### src/rtl/led_pwm4_pkg.sv
// Shared defaults and the perceptual (gamma) duty table for the LED PWM block.
// The table is only referenced when LED_PWM4_GAMMA_EN is defined.
package led_pwm4_pkg;

  localparam int LED_PWM4_WIDTH    = 4;
  localparam int LED_PWM4_PRESCALE = 16;

  // Roughly square-law brightness curve for a 4-bit duty
  localparam logic [3:0] GAMMA_LUT [16] = '{
    4'd0, 4'd0, 4'd0, 4'd1, 4'd1, 4'd2, 4'd2, 4'd3,
    4'd4, 4'd5, 4'd6, 4'd7, 4'd9, 4'd11, 4'd13, 4'd15
  };

  function automatic logic [3:0] led_pwm4_gamma(input logic [3:0] x);
    return GAMMA_LUT[x];
  endfunction

endpackage

### src/rtl/led_pwm4_prescale.sv
// Free-running prescaler: STEP is high for one CLK cycle out of every PRESCALE.
// With PRESCALE=1 the counter is pinned at 0 and STEP is permanently high.
module led_pwm4_prescale
  import led_pwm4_pkg::*;
#(
  parameter int PRESCALE = LED_PWM4_PRESCALE
) (
  input  logic CLK,
  input  logic RESETN,
  output logic STEP
);

  localparam int            CW   = (PRESCALE > 1) ? $clog2(PRESCALE) : 1;
  localparam logic [CW-1:0] LAST = CW'(PRESCALE - 1);

  if (PRESCALE < 1 || PRESCALE > 65535) begin : g_bad_prescale
    $error("led_pwm4_prescale: PRESCALE must be in 1..65535");
  end

  logic [CW-1:0] cnt;

  assign STEP = (cnt == LAST);

  // Count 0..PRESCALE-1, wrapping on the step cycle
  always_ff @(posedge CLK or negedge RESETN) begin
    if (!RESETN)   cnt <= '0;
    else if (STEP) cnt <= '0;
    else           cnt <= cnt + 1'b1;
  end

endmodule

### src/rtl/led_pwm4.sv
// LED PWM driver with double-buffered duty. A new duty is staged by LOAD and
// only takes effect at the period wrap, so no period is ever truncated.
// Optional build macro: LED_PWM4_GAMMA_EN maps duty through a gamma table
// (WIDTH must be 4 in that build).
module led_pwm4
  import led_pwm4_pkg::*;
#(
  parameter int WIDTH    = LED_PWM4_WIDTH,
  parameter int PRESCALE = LED_PWM4_PRESCALE
) (
  input  logic             CLK,
  input  logic             RESETN,
  input  logic [WIDTH-1:0] I,
  input  logic             LOAD,
  output logic             O,
  output logic             TICK,
  output logic [WIDTH-1:0] DUTY
);

  localparam logic [WIDTH-1:0] PH_MAX = '1;

  logic             step;
  logic             wrap;
  logic [WIDTH-1:0] phase, phase_next;
  logic [WIDTH-1:0] pend;
  logic             pend_valid;
  logic [WIDTH-1:0] active, active_next;
  logic [WIDTH-1:0] map_i, map_pend;

  led_pwm4_prescale #(.PRESCALE(PRESCALE)) u_prescale (
    .CLK    (CLK),
    .RESETN (RESETN),
    .STEP   (step)
  );

`ifdef LED_PWM4_GAMMA_EN
  if (WIDTH != 4) begin : g_bad_width
    $error("led_pwm4: gamma mapping requires WIDTH == 4");
  end
  assign map_i    = led_pwm4_gamma(I);
  assign map_pend = led_pwm4_gamma(pend);
`else
  assign map_i    = I;
  assign map_pend = pend;
`endif

  assign wrap       = step && (phase == PH_MAX);
  assign phase_next = step ? phase + 1'b1 : phase;
  assign DUTY       = active;

  // Duty swap at wrap; a LOAD coinciding with wrap bypasses the pending slot
  always_comb begin
    active_next = active;
    if (wrap) begin
      if (LOAD)            active_next = map_i;
      else if (pend_valid) active_next = map_pend;
    end
  end

  // Phase, duty buffers and registered outputs
  always_ff @(posedge CLK or negedge RESETN) begin
    if (!RESETN) begin
      phase      <= '0;
      pend       <= '0;
      pend_valid <= 1'b0;
      active     <= '0;
      O          <= 1'b0;
      TICK       <= 1'b0;
    end else begin
      phase  <= phase_next;
      active <= active_next;
      O      <= (phase_next < active_next);
      TICK   <= wrap;
      if (LOAD) pend <= I;
      if (wrap)      pend_valid <= 1'b0;
      else if (LOAD) pend_valid <= 1'b1;
    end
  end

endmodule
### config.mk
export PLATFORM = sky130hd
export DESIGN_NAME = led_pwm4
export DESIGN_NICKNAME = d
export VERILOG_FILES = /design/src/rtl/led_pwm4_pkg.sv /design/src/rtl/led_pwm4_prescale.sv /design/src/rtl/led_pwm4.sv
export SDC_FILE = /design/constraint.sdc
export NUM_CORES = 1
export LEC_CHECK = 0
export BUFFER_PORTS_ARGS = -buffer_cell sky130_fd_sc_hd__buf_2
export CAP_MARGIN = 20
export CORE_ASPECT_RATIO = 0.75
export CORE_MARGIN = 1.5
export CORE_UTILIZATION = 45
export CTS_CLUSTER_DIAMETER = 60
export DETAILED_ROUTE_END_ITERATION = 8
export PLACE_DENSITY = 0.77
export SETUP_SLACK_MARGIN = 0.3
export SLEW_MARGIN = 20
export SYNTH_ARGS = -nofsm -noshare
export SYNTH_HDL_FRONTEND = slang
export SYNTH_SLANG_ARGS = --single-unit
export TNS_END_PERCENT = 20
### constraint.sdc
create_clock -name CLK -period 2.41 [get_ports CLK]
set_clock_uncertainty 0.1 [all_clocks]
set_input_delay 0.3615 -clock CLK [delete_from_list [all_inputs] [get_ports CLK]]
set_output_delay 0.3615 -clock CLK [all_outputs]
set_load 0.05 [all_outputs]
[Word-level counts from Yosys, hierarchy flattened]
Index checks and enable logic that the tools add are counted.
Word-level totals
  register bits after elaboration: 19
  bits of input ports: 7
  output and inout port bits: 6
Operators by class
  $add $sub $neg: 2
  $lt $le $gt $ge: 1
  equal/unequal tests: 2
  mux-type cells: 7
  reduce and logical (&&, ||, !) cells: 2
Operators with widths (number)
  $mux 4: 5
  $add 4x1->4 const B: 2
  $eq 4x4->1 const B: 2
  $lt 4x4->1: 1
  $mux 1: 2
  $reduce_bool 2->1: 1
  $logic_and 1x1->1: 1

[Depth between registers and ports, before layout]
Gate-level depths: netlist (run 1).
  depth after elaboration: 4
  gate-level depth with buffers: 10
  mapped depth without buffers: 10

[Modules after synthesis]
A second synthesis (run 1) with hierarchy kept.
Unflattened totals
  cells, all modules: 63
  area, all modules: 819.5 µm²
By module, submodules not included
  led_pwm4: times used 1, cells each 50, area an instance 650.6 µm²
  led_pwm4_prescale: times used 1, cells each 13, area an instance 168.9 µm²

[Worst setup path after synthesis (run 1)]
OpenSTA, ideal clock, no wires.
  path kind: reg-to-reg
  start point: register u_prescale.cnt[0]
  end point: register O
  data arrival time: 1.908 ns
  data required time: 2.246 ns
  path slack: 0.338 ns
  cell stages (with the launch flop): 10
  path buffers: 1
  clock period less this slack: 2.072 ns
  cell sequence: dfrtp_1 -> ha_1 -> and3_2 -> clkbuf_2 -> mux2_2 -> ha_1 -> o21ai_0 -> nand2b_1 -> a21oi_1 -> a21o_1
Between the ends
  elaborated cells between the ends (all ways): 5
  classes of those cells: order compare: 1; eq/ne: 1; mux: 2; reduce/logical: 1
RTL lines
  from (decl): line led_pwm4_prescale.sv:20  | logic [CW-1:0] cnt;
  from (signal assigned): line led_pwm4_prescale.sv:28  | else cnt <= cnt + 1'b1;
  $eq 4x4->1: line led_pwm4_prescale.sv:22  | assign STEP = (cnt == LAST);
  $mux 4: line led_pwm4.sv:48  | assign phase_next = step ? phase + 1'b1 : phase;
  named net phase_next[1]: line led_pwm4.sv:24  | logic [WIDTH-1:0] phase, phase_next;
  $lt 4x4->1: line led_pwm4.sv:72  | O <= (phase_next < active_next);
  to (signal assigned): line led_pwm4.sv:72
  to (decl): line led_pwm4.sv:15  | output logic O,
The timed path passes the listed nets, and every way through them passes these cells.
A chain may end at the register's enable or synchronous reset.

[Worst setup path after layout (run 1)]
  start point: register u_prescale.cnt[1]
  end point: register O
Same word-level chain as after synthesis.

==> out/results.md, run 1 <==
- outcome: finished, final reports clean
- kind of end point of the critical path: register
- clk buf depth: 2
- total via count in the routed design: 510
- die width: 52.7 µm
- vias in the first global route: 484
- count of final setup violators: 0
- Congestion Overflow GR: 0
- DRT antenna net count: 0
- non-filler cells, final: 106
- initial antenna violation count: 0
- MaxCap Viol Count: 0
- per-instance average area after synthesis: 12.8 µm²
- Root Driver: clkbuf_4
- post-synth net total: 77
- sum of negative setup slack: 0 ns
- number of inserted diodes: 0
- area of the mapped netlist: 833 µm²
- dominant register cell in the synthesized netlist: dfrtp_1
- Worst Reg-to-Reg Cells: 8
- combined global-route utilization of all metal layers: 14.3%
- cell taking the most area after synthesis: dfrtp_1
- worst hold-check path type: in2reg
- number of hold-slack violations in the final timing report: 0
- largest fanout on the critical path: 5
- worst-case vdd ir drop: 0.383 mV
- std cell rows: 13
- Achievable Freq: 495 MHz
- warning count from the yosys run: 0
- number of ports placed on the die boundary: 13
- clock tree from TritonCTS: built
- DRC violation count after routing: 0
- number of placed cells counting well taps: 97
- HPWL reported at the end of detailed placement: 995 µm
- leakage power of the design: 0.489 nW
- count of state elements after synthesis: 19
- total wire length after detailed routing: 1.31 mm
- Critical Path Source Type: register
- layout overhead on the synthesized area: 20.6%
- critical path data arrival time: 2.16 ns
- normalized max-slew margin: 73.0%
- Initial Util: 47.9%
- total number of H-tree levels: 1
- P per Cell Area: 536 nW/µm²
- count of nets after finishing: 97
- Worst Hold Path Cells: 2
- cell types occupying the most area after synthesis: dfrtp_1, ha_1, mux2_2
- routed len/inst: 12.4 µm
- top cell type's share of synthesized area: 57.1%
- data required time at the worst endpoint: 2.55 ns
- RSZ-0062 raised after global routing: true
- number of vias per cell after detailed routing: 4.81
- Die Area: 2120 µm²
- part of the cycle the worst path needs: 83.9%
- wire length of the first global-routing pass: 2.06 mm
- CTS buffer count: 3
- share of the yosys chip area belonging to registers: 57.1%
- Die H: 40.3 µm
- maximum number of pins on one net before global-route repair: 20
- count of flip-flops with a built-in enable after synthesis: 0
- leading cell types by count after synthesis: dfrtp_1, ha_1, mux2_2, nor2_1
- Buffers on Ports: 12
- async set-reset flop share out of synthesis: 100%
- Tmin final: 2.02 ns
- gate count of the mapped netlist: 65
- critical setup path kind: reg2reg
- Core Area: 1740 µm²
- clock sink total: 19
- fraction of layout cells with a size suffix above 1: 36.9%
- source-to-sink clock delay at the later pin of the worst-skew pair: 0.29 ns
- Final Max Tran Viols: 0
- initial DRC count: 7
- number of unique standard cell types used by synthesis: 22
- most instantiated library cell after synthesis: dfrtp_1
- clock transition at the registers of the reported paths: 0.10 ns
- weighted congestion reported at the end of routability-driven placement: 0.721
- Slew @ Worst Pin: 0.405 ns
- Pre-Repair DR Iteration Count: 2
[stage by stage]
| stage | setup slack, ns | instance area (µm²) | total power, mW | utilization [%] | hold slack (ns) |
|---|---|---|---|---|---|
| 6_report | 0.389 | 1000 | 0.539 | 57.7 | 0.217 |
| 5_1_grt | 0.264 | 1000 | 0.563 | 57.7 | 0.215 |
| 4_1_cts | 0.322 | 965 | 0.547 | 55.4 | 0.216 |
| 3_5_place_dp | 0.187 | 911 | 0.392 | 52.3 | 0.219 |
| 3_3_place_gp | 0.247 | 911 | 0.391 | 52.3 | 0.218 |
| 2_1_floorplan | 0.338 | 833 | 0.373 | - | -0.0341 |
[worst paths after layout]
path                               endpoint  slack, ns              start
min in group asynchronous          phase[1]       0.42             RESETN
worst min register to register  map_pend[3]       0.40        map_pend[3]
worst min-delay path            map_pend[2]       0.22               I[2]
worst max-delay path                      O       0.39  u_prescale.cnt[1]
worst max register to register            O       0.39  u_prescale.cnt[1]
max in group asynchronous       map_pend[2]       1.50             RESETN
[metal layers]
metal  track usage [%]  share of wire, %
met1              18.3                48
met4              5.13              0.99
met5                 0                 0
met3              5.60               4.3
met2              22.5                46
[logic make-up after synthesis]
family / after synthesis / synth area share (%)
AOI/OAI and AO/OA: 8 / 5.40
xor gates and xnor gates: 4 / 4.20
adders and majority gates: 5 / 7.51
buffers and inverters: 5 / 2.55
DFF: 19 / 57.1
muxes: 9 / 12.2
and+or+nand+nor: 15 / 11.1
[cell type report]
cell class | count | area (µm²)
Tap cell | 22 | 27.5
Sequential cell | 19 | 475
Clock buffer | 4 | 26.3
Multi-Input combinational cell | 41 | 364
Timing Repair Buffer | 17 | 100
Inverter | 3 | 11.3
Fill cell | 139 | 736
[power by group]
| part | internal [mW] | total [mW] | switching (mW) | leakage [nW] |
|---|---|---|---|---|
| clock | 0.0645 | 0.152 | 0.0876 | 0.0150 |
| sequential | 0.329 | 0.333 | 0.00362 | 0.230 |
| combinational | 0.0202 | 0.0541 | 0.0339 | 0.244 |
[worst max-delay path: stages, from the launching register on]
cell and delay, ns:
dfrtp_1 0.40, ha_4 0.18, and3_2 0.23, mux2_2 0.37
ha_1 0.29, o21ai_1 0.12, nand2b_1 0.08, a21oi_2 0.11
a21o_1 0.08
[sequential cells by signal, indices dropped and copies added, names as in the netlist]
register	cells
phase	4
TICK	1
O	1
pend_valid	1
map_pend	4
DUTY	4
u_prescale.cnt	4
[cells in the final DEF, fill, tap and decap left out, types with 2 or more instances in the layout]
cell type,n
nand2b_1,2
mux2i_1,3
ha_1,4
o21ai_0,2
xnor2_1,2
nor2_1,5
mux2_2,5
buf_2,12
a21oi_1,2
buf_4,4
a21o_1,2
inv_1,3
dfrtp_1,19
clkbuf_4,3
xor2_1,2
[what timing repair did]
| action | CTS | global route |
|---|---|---|
| cloned | 0 | 0 |
| gates resized for setup | 1 | 5 |
| pin swaps | 1 | 4 |
| endpoints found under the setup margin | 1 | 1 |
| endpoints found under the hold margin | 19 | 0 |
| hold buffers | 1 | 0 |
| buffers inserted | 2 | 2 |
Power figures use the tool's default switching activity.
==> inputs of run 2 (changes only) <==
ABC_AREA = 1   (was unset)
PLACE_DENSITY = 0.79   (was 0.77)
clock period = 1.65 ns   (was 2.41 ns; I/O delays follow)
==> run 2 against run 1 <==
The flow now finishes with violations (negative setup slack). Clock-buffer cell count unchanged. Fmax grew 13%. Synthesized cell count grew 43%. Global-route usage rose by 3.0 points. Hold slack got worse by 0.16 ns. Synthesized area up 8.3%. Utilization increased by 8.6 points. Via count up 37%. Register-to-register slack worse by 0.53 ns. Die area is 7.7% higher. Combinational power fell by 24%. Sequential share of layout area decreased by 7.6 points. Critical path type unchanged. Largest power group unchanged.
==> out/results.md, run 2 <==
- per-instance average area after synthesis: 9.70 µm²
- wire length of the first global-routing pass: 2.76 mm
- M2 GR Usage: 25.7%
- worst setup slack for register-to-register paths: -0.14 ns
- worst-case vdd ir drop: 0.620 mV
- Pre-Repair DR Iteration Count: 4
- sum of negative setup slack: -0.136 ns
- DRT antenna net count: 0
- end of the worst hold path: map_pend[2]
- number of unique standard cell types used by synthesis: 23
- Critical R2R Capture: O
- critical path data arrival time: 1.92 ns
- weighted congestion reported at the end of routability-driven placement: 0.761
- top cell type's share of synthesized area: 52.7%
- async set-reset flop share out of synthesis: 100%
- Buffers on Ports: 12
- initial DRC count: 5
- dominant register cell in the synthesized netlist: dfrtp_1
- count of final setup violators: 1
- number of vias per cell after detailed routing: 4.72
- die width: 54.7 µm
- Slew @ Worst Pin: 0.441 ns
- std cell rows: 13
- largest fanout on the critical path: 5
- highest-count cells in the layout ignoring fill and taps: nand2_1, dfrtp_1, buf_4
- P per Cell Area: 631 nW/µm²
- part of the cycle the worst path needs: 108%
- RSZ-0062 raised after global routing: true
- normalized max-slew margin: 70.6%
- Die H: 41.8 µm
- number of ports placed on the die boundary: 13
- maximum number of pins on one net before global-route repair: 20
- most used routing layer in global routing: met2
- leading cell types by count after synthesis: nand2_1, dfrtp_1, inv_1
- gate count of the mapped netlist: 93
- Final WS setup: -0.136 ns
- clock transition at the registers of the reported paths: 0.11 ns
- total wire length after detailed routing: 1.79 mm
- Tmin final: 1.79 ns
- layout overhead on the synthesized area: 32.7%
- post-synth net total: 105
- Congestion Overflow GR: 0
- fraction of layout cells with a size suffix above 1: 42.9%
- outcome: finished with violations
- worst hold-check path type: in2reg
- Initial Util: 50.0%
- origin of the critical flop-to-flop path: u_prescale.cnt[1]
- Final Max Tran Viols: 0
- count of state elements after synthesis: 19
- critical setup path kind: reg2reg
- vias in the first global route: 633
- number of inserted diodes: 0
- data required time at the worst endpoint: 1.79 ns
- Critical Path Source Type: register
- violations in the final reports: negative setup slack
- total via count in the routed design: 698
- clk buf depth: 2
- Achievable Freq: 560 MHz
- area of the mapped netlist: 902 µm²
- most instantiated library cell after synthesis: nand2_1
- global routing met3 resource utilization: 7.55%
- most frequent standard cell in the layout excluding fill and tap cells: nand2_1
- cell types occupying the most area after synthesis: dfrtp_1, nand2_1, ha_1
- leakage power of the design: 0.637 nW
- clock sink total: 19
- Worst Hold Path Cells: 3
- hold path start: I[2]
- Worst Reg-to-Reg Cells: 10
- routed len/inst: 12.1 µm
- initial antenna violation count: 0
- source-to-sink clock delay at the later pin of the worst-skew pair: 0.30 ns
- HPWL reported at the end of detailed placement: 1.23 mm
- kind of end point of the critical path: register
- Core Area: 1810 µm²
- GR Util met1: 22.9%
- number of hold-slack violations in the final timing report: 0
- count of nets after finishing: 139
- total number of H-tree levels: 1
- combined global-route utilization of all metal layers: 17.3%
- share of the yosys chip area belonging to registers: 52.7%
- count of flip-flops with a built-in enable after synthesis: 0
- CTS buffer count: 3
- cell taking the most area after synthesis: dfrtp_1
- warning count from the yosys run: 0
- clock tree from TritonCTS: built
- Die Area: 2290 µm²
- Root Driver: clkbuf_4
- MaxCap Viol Count: 0
- DRC violation count after routing: 0
- Total Power: 756 µW
run 2: stage by stage:
step / area, µm² / worst slack (ns) / hold WS [ns] / utilization (%) / std cells
floorplan: 915 / -0.0672 / -0.148 / - / 93
global placement: 1080 / -0.0936 / 0.104 / 60.1 / 138
detailed placement: 1080 / -0.194 / 0.107 / 60.1 / 138
CTS: 1150 / -0.149 / 0.0567 / 64.0 / 146
global route: 1200 / -0.252 / 0.0605 / 66.3 / 148
finish: 1200 / -0.136 / 0.0575 / 66.3 / 148
run 2: final cells by class:
type | instances | area (µm²)
fillers | 155 | 608
repair buffers | 29 | 198
well taps | 22 | 27.5
multi-input cells | 56 | 395
clock buffers | 4 | 26.3
flip-flops and latches | 19 | 475
inverters | 18 | 75.1
run 2: cell families after synthesis:
logic type | after synthesis | share of synthesized area, %
AND/OR/NAND/NOR | 40 | 23.0
flip-flops | 19 | 52.7
buffers and inverters | 18 | 8.04
AO/OA/AOI/OAI | 7 | 5.41
adder cells (fa/ha/maj) | 5 | 6.93
XOR/XNOR | 4 | 3.88
run 2: routing by layer:
metal | wire (µm) | vias up
li1 | - | 356
met1 | 873 | 330
met2 | 828 | 10
met3 | 73 | 2
met4 | 12 | 0
met5 | 0 | -
run 2: repair_timing:
action	CTS	global route
pin swaps	7	3
gates resized for setup	4	8
hold endpoints to repair	19	0
endpoints found under the setup margin	5	5
gates cloned	0	0
hold buffers	1	0
buffers inserted	3	2
run 2: worst max path at each step:
stage | end | cells past startpoint | startpoint | slack, ns
after global routing | O | 11 | phase[1] | -0.25
after floorplan | O | 10 | u_prescale.cnt[1] | -0.07
after detailed placement | O | 11 | u_prescale.cnt[0] | -0.19
final | O | 10 | u_prescale.cnt[1] | -0.14
after global placement | O | 8 | u_prescale.cnt[0] | -0.09
after CTS | O | 11 | u_prescale.cnt[0] | -0.15
run 2: worst max-delay path, stage by stage, from the launching register on:
cell and delay [ns]:
dfrtp_1 0.43, ha_4 0.18, nand3_4 0.09, clkinv_4 0.09, nand3_4 0.09, inv_4 0.06, nand3_2 0.06, o21ai_2 0.06
ha_1 0.31, a21o_1 0.17, a21oi_2 0.09
run 2: report_power, final:
part | total (mW) | switching, mW | leakage, nW | internal (mW)
sequential | 0.476 | 0.00221 | 0.222 | 0.474
combinational | 0.0413 | 0.0262 | 0.400 | 0.0151
clock | 0.238 | 0.144 | 0.0150 | 0.0943
==> inputs of run 3 (changes only) <==
CTS_BUF_LIST = sky130_fd_sc_hd__clkbuf_16   (was unset)
==> run 3 against run 2 <==
The flow still finishes with violations (negative setup slack). Combinational power decreased by 2%. Clock-buffer cell count fell by 1. Die area unchanged. Routed wire length shrank 2.9%. Hold slack better by 0.059 ns. Largest cell class unchanged.
==> out/results.md, run 3 (synthesis results as in run 2) <==
- placement-stage worst setup slack: -0.194 ns
- part of the cycle the worst path needs: 107%
- RSZ-0062 raised after global routing: true
- weighted congestion reported at the end of routability-driven placement: 0.761
- Worst Reg-to-Reg Cells: 11
- P per Cell Area: 801 nW/µm²
- Root Driver: clkbuf_16
- Worst Hold Path Cells: 3
- Buffers on Ports: 12
- Die H: 41.8 µm
- MaxCap Viol Count: 0
- most frequent standard cell in the layout excluding fill and tap cells: nand2_1
- total number of H-tree levels: 1
- critical path data arrival time: 1.85 ns
- Final Max Tran Viols: 0
- CTS buffer count: 3
- Initial Util: 50.0%
- std cell rows: 13
- post-layout utilization of the core: 69.3%
- Die Area: 2290 µm²
- DRT antenna net count: 0
- non-filler cells, final: 147
- Final WS setup: -0.114 ns
- number of ports placed on the die boundary: 13
- violations in the final reports: negative setup slack
- wire length of the first global-routing pass: 2.82 mm
- Tmin final: 1.76 ns
- routed len/inst: 11.8 µm
- layout overhead on the synthesized area: 38.7%
- Critical Path Source Type: register
- clk buf depth: 2
- highest-count cells in the layout ignoring fill and taps: nand2_1, dfrtp_1, inv_1, buf_4, buf_2
- Achievable Freq: 567 MHz
- clock transition at the registers of the reported paths: 0.05 ns
- count of nets after finishing: 138
- initial antenna violation count: 0
- fraction of layout cells with a size suffix above 1: 41.6%
- DRC violation count after routing: 0
- origin of the critical flop-to-flop path: u_prescale.cnt[1]
- normalized max-slew margin: 71.2%
- initial DRC count: 7
- Critical R2R Capture: O
- number of inserted diodes: 0
- worst-case vdd ir drop: 0.846 mV
- Pre-Repair DR Iteration Count: 4
- total wire length after detailed routing: 1.74 mm
- clock sink total: 19
- critical setup path kind: reg2reg
- outcome: finished with violations
- Core Area: 1810 µm²
- number of hold-slack violations in the final timing report: 0
- count of final setup violators: 1
- hold path start: I[2]
- data required time at the worst endpoint: 1.73 ns
- HPWL reported at the end of detailed placement: 1.23 mm
- die width: 54.7 µm
- combined global-route utilization of all metal layers: 17.6%
- total via count in the routed design: 689
- kind of end point of the critical path: register
- source-to-sink clock delay at the later pin of the worst-skew pair: 0.25 ns
- number of placed cells counting well taps: 138
- maximum number of pins on one net before global-route repair: 20
- worst hold-check path type: in2reg
- number of vias per cell after detailed routing: 4.69
- Congestion Overflow GR: 0
- vias in the first global route: 667
- sum of negative setup slack: -0.114 ns
- end of the worst hold path: map_pend[2]
- leakage power of the design: 0.664 nW
- Slew @ Worst Pin: 0.432 ns
- clock tree from TritonCTS: built
- worst setup slack for register-to-register paths: -0.11 ns
- largest fanout on the critical path: 5
==> run 3: cell type report <==
type	count	area (µm²)
Tap cell	22	27.5
Timing Repair Buffer	28	186
Clock inverter	1	3.75
Clock buffer	3	75.1
Sequential cell	19	475
Inverter	18	75.1
Fill cell	148	554
Multi-Input combinational cell	56	408
==> run 3: timing repair <==
action,in CTS,in global routing
gates cloned,0,0
endpoints found under the hold margin,19,0
setup buffers,3,1
pin swaps,9,1
hold buffers,1,0
endpoints found under the setup margin,5,5
gates resized for setup,6,5
==> run 3: through the flow <==
step           total power, mW  instance area (µm²)  hold WS, ns
2_1_floorplan            0.499                  915       -0.148
3_3_place_gp             0.523                 1080        0.104
3_5_place_dp             0.524                 1080        0.107
4_1_cts                   1.02                 1220        0.113
5_1_grt                   1.04                 1250        0.131
6_report                  1.00                 1250        0.116
==> run 3: worst max-delay path by stage <==
stage | from | end | slack (ns)
2_1_floorplan | u_prescale.cnt[1] | O | -0.07
3_3_place_gp | u_prescale.cnt[0] | O | -0.09
3_5_place_dp | u_prescale.cnt[0] | O | -0.19
4_1_cts | u_prescale.cnt[0] | O | -0.14
5_1_grt | u_prescale.cnt[1] | O | -0.23
6_report | u_prescale.cnt[1] | O | -0.11
==> run 3: power breakdown <==
| part | leakage, nW | internal (mW) | switching [mW] |
|---|---|---|---|
| Clock | 0.0423 | 0.322 | 0.162 |
| Sequential | 0.222 | 0.475 | 0.00222 |
| Combinational | 0.399 | 0.0151 | 0.0254 |
==> run 3: critical path: stages (launching register included) <==
cell and delay (ns):
dfrtp_1 0.41, ha_4 0.19, nand3_4 0.09, clkinv_4 0.08, nand3_4 0.08, inv_4 0.06, o21ai_2 0.15, inv_1 0.06
ha_1 0.27, nand2_1 0.08, inv_1 0.05, a21oi_2 0.09
==> run 3: layer usage <==
| metal | track usage, % | part of all wire, % | vias to the layer above |
|---|---|---|---|
| met5 | 0 | 0 | - |
| met4 | 1.50 | 0 | 0 |
| met3 | 8.63 | 5.8 | 0 |
| met2 | 28.6 | 47 | 13 |
| met1 | 21.7 | 47 | 323 |
| li1 | - | - | 353 |
